### src/rtl/fixed_point_issue_queue.sv
// Request queue in front of Fixed_Point_Unit: buffers tagged operations, issues them one
// at a time with stable operands, and returns each result (or a watchdog abort) with its tag.
module fixed_point_issue_queue #(
   parameter int WIDTH   = 32,
   parameter int FBITS   = 10,
   parameter int DEPTH   = 4,
   parameter int TAG_W   = 5,
   parameter int TIMEOUT = 64
) (
   input  logic                    clk,
   input  logic                    reset,
   input  logic                    req_valid,
   output logic                    req_ready,
   input  logic signed [WIDTH-1:0] req_operand_1,
   input  logic signed [WIDTH-1:0] req_operand_2,
   input  logic        [1:0]       req_operation,
   input  logic        [TAG_W-1:0] req_tag,
   output logic signed [WIDTH-1:0] fpu_operand_1,
   output logic signed [WIDTH-1:0] fpu_operand_2,
   output logic        [1:0]       fpu_operation,
   input  logic signed [WIDTH-1:0] fpu_result,
   input  logic                    fpu_ready,
   output logic                    res_valid,
   input  logic                    res_ready,
   output logic signed [WIDTH-1:0] res_data,
   output logic        [TAG_W-1:0] res_tag,
   output logic                    res_timeout,
   output logic                    busy
);

   localparam int PTR_W = $clog2(DEPTH);
   localparam int CNT_W = $clog2(TIMEOUT);

   typedef enum logic [1:0] {IDLE, ISSUE, WAIT, DONE} state_t;

   if (DEPTH < 2 || (DEPTH & (DEPTH - 1)) != 0 || TIMEOUT < 16 || FBITS >= WIDTH) begin : g_param_check
      $error("fixed_point_issue_queue: unsupported DEPTH, TIMEOUT or FBITS");
   end

   logic signed [WIDTH-1:0] mem_op1       [DEPTH];
   logic signed [WIDTH-1:0] mem_op2       [DEPTH];
   logic        [1:0]       mem_operation [DEPTH];
   logic        [TAG_W-1:0] mem_tag       [DEPTH];

   logic [PTR_W:0]          wr_ptr;
   logic [PTR_W:0]          rd_ptr;
   logic [PTR_W-1:0]        wr_idx;
   logic [PTR_W-1:0]        rd_idx;
   logic                    full;
   logic                    empty;
   logic                    push;

   state_t                  state;
   logic signed [WIDTH-1:0] iss_op1;
   logic signed [WIDTH-1:0] iss_op2;
   logic        [1:0]       iss_operation;
   logic        [TAG_W-1:0] iss_tag;
   logic        [CNT_W-1:0] wd_cnt;

   // Pointers carry one wrap bit so full and empty are told apart without a count.
   assign wr_idx    = wr_ptr[PTR_W-1:0];
   assign rd_idx    = rd_ptr[PTR_W-1:0];
   assign full      = (wr_ptr[PTR_W] != rd_ptr[PTR_W]) && (wr_idx == rd_idx);
   assign empty     = (wr_ptr == rd_ptr);
   assign req_ready = !full;
   assign push      = req_valid && req_ready;

   always_ff @(posedge clk) begin
      if (push) begin
         mem_op1[wr_idx]       <= req_operand_1;
         mem_op2[wr_idx]       <= req_operand_2;
         mem_operation[wr_idx] <= req_operation;
         mem_tag[wr_idx]       <= req_tag;
      end
   end

   always_ff @(posedge clk) begin
      if (!reset) begin
         wr_ptr        <= '0;
         rd_ptr        <= '0;
         state         <= IDLE;
         iss_op1       <= '0;
         iss_op2       <= '0;
         iss_operation <= '0;
         iss_tag       <= '0;
         wd_cnt        <= '0;
         res_data      <= '0;
         res_tag       <= '0;
         res_timeout   <= 1'b0;
      end else begin
         if (push) wr_ptr <= wr_ptr + (PTR_W+1)'(1);
         case (state)
            IDLE: begin
               if (!empty) begin
                  iss_op1       <= mem_op1[rd_idx];
                  iss_op2       <= mem_op2[rd_idx];
                  iss_operation <= mem_operation[rd_idx];
                  iss_tag       <= mem_tag[rd_idx];
                  rd_ptr        <= rd_ptr + (PTR_W+1)'(1);
                  state         <= ISSUE;
               end
            end
            // fpu_ready may still be left over from the previous operation, so it is not looked at here.
            ISSUE: begin
               wd_cnt <= '0;
               state  <= WAIT;
            end
            WAIT: begin
               if (fpu_ready) begin
                  res_data    <= fpu_result;
                  res_tag     <= iss_tag;
                  res_timeout <= 1'b0;
                  state       <= DONE;
               end else if (wd_cnt == CNT_W'(TIMEOUT - 1)) begin
                  res_data    <= '0;
                  res_tag     <= iss_tag;
                  res_timeout <= 1'b1;
                  state       <= DONE;
               end else begin
                  wd_cnt <= wd_cnt + CNT_W'(1);
               end
            end
            DONE: begin
               if (res_ready) state <= IDLE;
            end
            default: state <= IDLE;
         endcase
      end
   end

   assign fpu_operand_1 = iss_op1;
   assign fpu_operand_2 = iss_op2;
   assign fpu_operation = iss_operation;
   assign res_valid     = (state == DONE);
   assign busy          = (state != IDLE) || !empty;

endmodule

### config.mk
export PLATFORM = sky130hd
export DESIGN_NAME = fixed_point_issue_queue
export DESIGN_NICKNAME = d
export VERILOG_FILES = /design/src/rtl/fixed_point_issue_queue.sv
export SDC_FILE = /design/constraint.sdc
export NUM_CORES = 1
export LEC_CHECK = 0
export CORE_MARGIN = 10
export CORE_UTILIZATION = 29
export DETAILED_ROUTE_END_ITERATION = 7
export GPL_TIMING_DRIVEN = 0
export PLACE_DENSITY = 0.55
export SLEW_MARGIN = 20
export SYNTH_ARGS = -nofsm -noshare
export SYNTH_HDL_FRONTEND = slang
export SYNTH_SLANG_ARGS = --single-unit
### constraint.sdc
create_clock -name clk -period 3.25 [get_ports clk]
set_clock_uncertainty 0.1 [all_clocks]
set_input_delay 0.65 -clock clk [delete_from_list [all_inputs] [get_ports clk]]
set_output_delay 0.65 -clock clk [all_outputs]
set_load 0.02 [all_outputs]
### Yosys cells after proc, flatten, opt, wreduce, memory -nomap -nowiden

Memories as Yosys holds them, arrays and structs flattened. A register that Yosys moved wholly into a read port is not among the register bits.
Cells that the tools add are included.

| operators by class | value |
|---|---|
| $add $sub $neg | 3 |
| multipliers | 0 |
| div/mod/pow operators | 0 |
| $lt $le $gt $ge | 0 |
| equality and inequality tests | 12 |
| shift operators | 0 |
| mux-type cells | 16 |
| bitwise gates (word level) | 1 |
| reduce and logical (&&, ||, !) cells | 17 |

Operators with widths:

| kind | number |
|---|---|
| $mux 32 | 2 |
| $mux 6 | 2 |
| $pmux 6 s2 | 1 |
| $mux 5 | 2 |
| $mux 2 | 4 |
| $pmux 2 s4 | 1 |
| $add 3x1->3 const B | 2 |
| $add 6x1->6 const B | 1 |
| $eq 6x6->1 const B | 1 |
| $logic_not 1->1 | 6 |
| $ne 2x2->1 const B | 3 |
| $reduce_and 3->1 | 2 |
| $reduce_bool 2->1 | 3 |
| $eq 2x2->1 const B | 2 |
| $mux 1 | 4 |
| $reduce_and 2->1 | 2 |
| $eq 3x3->1 | 1 |
| $ne 3x3->1 const B | 1 |
| $eq 2x1->1 const B | 1 |
| $eq 2x2->1 | 1 |
| $logic_and 1x1->1 | 2 |
| $logic_not 2->1 | 1 |
| $ne 2x1->1 const B | 1 |
| $logic_or 1x1->1 | 1 |
| other kinds (2) | 2 |

| word-level totals | value |
|---|---|
| register bits after elaboration | 52 |
| latch bits | 0 |
| bits in writable memories | 284 |
| ROM bits | 0 |
| bits of input ports | 108 |
| output and inout port bits | 107 |
| word-level logic and storage cells | 60 |
| memories | 4 |

Memories:

| memory | words | width | read ports | clocked after memory_dff | wr ports | RTL line | source |
|---|---|---|---|---|---|---|---|
| mem_op1 | 4 | 32 | 1 | 1 | 1 | 40 | `logic signed [WIDTH-1:0] mem_op1 [DEPTH];` |
| mem_op2 | 4 | 32 | 1 | 1 | 1 | 41 | `logic signed [WIDTH-1:0] mem_op2 [DEPTH];` |
| mem_tag | 4 | 5 | 1 | 1 | 1 | 43 | `logic [TAG_W-1:0] mem_tag [DEPTH];` |
| mem_operation | 4 | 2 | 1 | 1 | 1 | 42 | `logic [1:0] mem_operation [DEPTH];` |

### Logic depth before layout (Yosys ltp)

Gate-level depths: netlist (run 1).

| depth | value |
|---|---|
| depth in word-level cells | 6 |
| mapped depth | 8 |
| mapped depth without buffers | 6 |

### Least setup slack after synthesis (run 1)

Ideal clock, no wire load.

| timing | value |
|---|---|
| kind | reg-to-reg |
| start point | register rd_ptr[0] |
| end point | memory mem_op1[0][0] (enable) |
| library setup time | 437 ps |
| data arrival time | 2685 ps |
| required time | 2713 ps |
| path slack | 28 ps |
| cell stages (with the launch flop) | 5 |
| buffers on the path | 1 |
| clock period less this slack | 3222 ps |
| cell sequence | dfxtp_1 > buf_4 > xor2_2 > o31a_1 > and2_1 |

| on the way | value |
|---|---|
| cells in the longest elaborated chain, start to end | 6 |

Ends and longest elaborated chain:

| item | RTL line | source |
|---|---|---|
| start, declared | 46 | `logic [PTR_W:0] rd_ptr;` |
| start signal, assigned | 99 | `rd_ptr <= rd_ptr + (PTR_W+1)'(1);` |
| $eq 2x2->1 | 63 | `assign full = (wr_ptr[PTR_W] != rd_ptr[PTR_W]) && (wr_idx == rd_idx);` |
| $logic_and 1x1->1 | 63 |  |
| $logic_not 1->1 | 65 | `assign req_ready = !full;` |
| $logic_and 1x1->1 | 66 | `assign push = req_valid && req_ready;` |
| $mux 1 | 69 | `if (push) begin` |
| $mux 1 (implied by the code) | 70 | `mem_op1[wr_idx] <= req_operand_1;` |
| end, declared | 40 |  |

No other way between the ends.

### Worst setup path after layout (run 1)

| timing | value |
|---|---|
| start point | register rd_ptr[0] |
| end point | output port busy |

| on the way | value |
|---|---|
| cells in the longest elaborated chain, start to end | 3 |

Ends and longest elaborated chain:

| item | RTL line | source |
|---|---|---|
| $eq 3x3->1 | 64 | `assign empty = (wr_ptr == rd_ptr);` |
| $logic_not 1->1 | 135 | `assign busy = (state != IDLE) \|\| !empty;` |
| $logic_or 1x1->1 | 135 |  |
| end, declared | 28 | `output logic busy` |

No other way between the ends.

==> results of run 1 <==
## report_power, final
part           switching (uW)  total, uW  internal (uW)
clock                    2020       4960           2940
combinational            2230       4040           1810
sequential                374       6600           6230
total                    4630      15600          11000
## per-layer routing
metal  global-route usage  vias up
met5                    0        -
met4              0.03443        6
met3              0.03752       57
met2               0.2101      230
met1               0.1572     4499
li1                     -     4197
## sequential cells by signal (all words and copies together), names as in the netlist
register	flops
mem_op1	128
mem_op2	128
fpu_operand_1	32
fpu_operand_2	32
res_data	32
mem_tag	20
mem_operation	8
wd_cnt	6
iss_tag	5
res_tag	5
rd_ptr	3
wr_ptr	3
fpu_operation	2
state	2
res_timeout	1
## path summary, 6_finish.rpt
path | startpoint | to | slack, ps | cells past startpoint
setup / recovery | rd_ptr[0]$_SDFFE_PN0P_ | busy | 140 | 5
hold / removal | fpu_operand_1[16]$_SDFFE_PN0P_ | fpu_operand_1[16]$_SDFFE_PN0P_ | 360 | 2
setup reg to reg | rd_ptr[0]$_SDFFE_PN0P_ | mem_op2[2][8]$_DFFE_PP_ | 640 | 5
hold reg to reg | fpu_operand_1[16]$_SDFFE_PN0P_ | fpu_operand_1[16]$_SDFFE_PN0P_ | 360 | 2
## cells in the final DEF (no fill, tap or decap), types with 4 or more instances in the layout
master / netlist / layout
edfxtp_1: 284 / 284
clkdlybuf4s50_1: 0 / 214
dfxtp_1: 123 / 123
nand2_1: 119 / 119
nand3_1: 113 / 113
mux4_2: 71 / 71
clkbuf_1: 40 / 53
clkbuf_16: 0 / 47
o21ai_0: 46 / 46
o21ai_1: 38 / 38
a21oi_1: 36 / 36
buf_2: 12 / 12
ha_1: 11 / 11
inv_1: 9 / 8
clkinv_1: 0 / 8
buf_6: 6 / 6
clkbuf_2: 5 / 5
clkbuf_8: 0 / 5
nor2_1: 4 / 4
nand2b_1: 4 / 4
clkinv_2: 0 / 4
buf_12: 0 / 4
## cells by family after synthesis
kind of cell	synth area share
fa+ha+maj	0.009141
flops	0.7299
xor+xnor	0.004488
buf+inv	0.02460
compound gates	0.04745
mux	0.1075
simple gates	0.07686
## final cells by class
type	count	area, sq um
Inverter	9	38.79
Multi-Input combinational cell	479	3709
Tap cell	680	850.8
Timing Repair Buffer	220	2277
Clock inverter	20	168.9
Fill cell	4887	31740
Antenna cell	1	2.502
Sequential cell	407	10990
Clock buffer	65	1294
Buffer	68	336.6
## per-stage QoR
step                      cell area, sq um  setup WS, ps
after floorplan                      15060         27.94
after global placement               18050         -2175
after detailed placement             18200         93.79
after CTS                            19660         43.13
after global routing                 19670         9.944
final                                19670         140.4
## critical path: cells and delay by family, from the launching register on
| family | cells | cell delay [ps] |
|---|---|---|
| AND/OR/NAND/NOR | 2 | 210 |
| buffers and inverters | 2 | 920 |
| XOR/XNOR | 1 | 320 |
| flip-flops | 1 | 330 |
==> flow_summary_export.csv, run 1 <==
group,metric,value,unit
sta,setup_tns,0,ps
synthesis,synth_cell_type_count,39,
synthesis,yosys.area.top_type,"edfxtp_1",
clock_tree,cts_root_buf,"clkbuf_16",
sta,worst-slew-pin-transition,954.0,ps
worst_setup_path,crit_fanout,10,
clock_tree,clockBufferDepth,3,
sta,finalSetupViolations,0,
job,cap_violations,0,
routing,drtIter0Drc,469,
sta,fmax,0.3216,GHz
pwr,power,15600,uW
clock_tree,cts_tree,"built",
worst_setup_path,start_kind,"register",
synthesis,synth_fp_nets,1082,
global_route,grt_pass1_wl,58.79,mm
clock_tree,post_cts_buffers,0,
routing,top_layer_used,"met5",
synthesis,ys_warn_count,0,
synthesis,synth-edff-count,284,
routing,wl_met3,2.702,mm
finish,layout.cells.non_filler,1949,
routing,postRouteAntennaNets,0,
finish,area_growth_syn_to_layout,30.62,%
die,die-area,0.06143,sq mm
routing,routed_via_density,4.612,
synthesis,synth_area_leaders,"edfxtp_1 57%, dfxtp_1 16%, mux4_2 11%",
routing,wl_met2,18.96,mm
routing,dr.pass1.iters,4,
synthesis,synth-main-ff-cell,"edfxtp_1",
synthesis,ys_async_sr_fraction,0,
worst_setup_path,cp.arrival,2360,ps
die,rows,83,
clock_tree,htree_levels,2,
sta,rsz0062_at_grt,"no",
place,dpl.hpwl,25.99,mm
die,ioPinCount,215,
worst_setup_path,slowest_delay,640,ps
die,die_h,247.9,um
pwr,power.density,793.4,mW/mm^2
clock_tree,holdBufCountCts,0,
synthesis,ys_top_cells_by_count,"284 x edfxtp_1, 123 x dfxtp_1, 119 x nand2_1",
routing,wirelength,39.27,mm
die,die_w,247.9,um
clock_tree,cts_resized,0,
routing,wl_per_cell,20.15,um
worst_setup_path,cp_slowest_cell,"clkdlybuf4s50_1",
pwr,ir_worst_vdd,0.3880,mV
place,dp.cells,1863,
place,io_buffers,214,
pwr,p_leak,0.006373,uW
sta,timing.final.crit_share,0.9568,
worst_setup_path,cp.required,2500,ps
finish,finish.utilization,0.3826,
clock_tree,cts.sinks,407,
synthesis,synth_cells,963,
worst_setup_path,path_cells,"buf_4 > xor2_2 > nor3_2 > nand2_1 > clkdlybuf4s50_1",
synthesis,seq_area_frac_synth,0.7299,
global_route,antenna_found_initial,4,
global_route,grt_usage,0.1262,
min_path,hold_class,"reg -> reg",
synthesis,synth_top_area_share,0.5664,
routing,vias,8989,
sta,finalHoldViolCount,0,
worst_setup_path,critical_path_class,"reg -> out",
synthesis,yosys_register_bits,407,
status,outcome,"finished clean",
synthesis,synth.most_common_cell,"edfxtp_1",
sta,slew_viol_final,0,
clock_tree,clk_pin_slew_worst_paths,50,ps
finish,drive_gt1_frac,0.1388,
routing,wl_met1,16.87,mm
clock_tree,numCtsBuffers,46,
synthesis,synth.avg_cell_area,15.64,sq um
place,place_congestion,0.7729,
sta,max_slew_margin,0.3640,
global_route,grt_max_degree,49,
clock_tree,clk_latency,570,ps
sta,layout_min_cycle_time,3110,ps
die,core,0.05141,sq mm
die,start_util,0.2929,
finish,nets,1350,
global_route,overflow,0,
worst_setup_path,cp-end-kind,"primary output",
routing,drc_errors,0,
synthesis,syn-cell-area,0.01506,sq mm
global_route,grt_pass1_vias,9433,
sta,holdWs,355.1,ps
(Power assumes the default switching activity.)
==> run 2: changes to the inputs <==
CTS_CLUSTER_DIAMETER = 80   (was default)
==> results of run 2 <==
No change in the layout: final DEF, timing and power equal those of run 1.
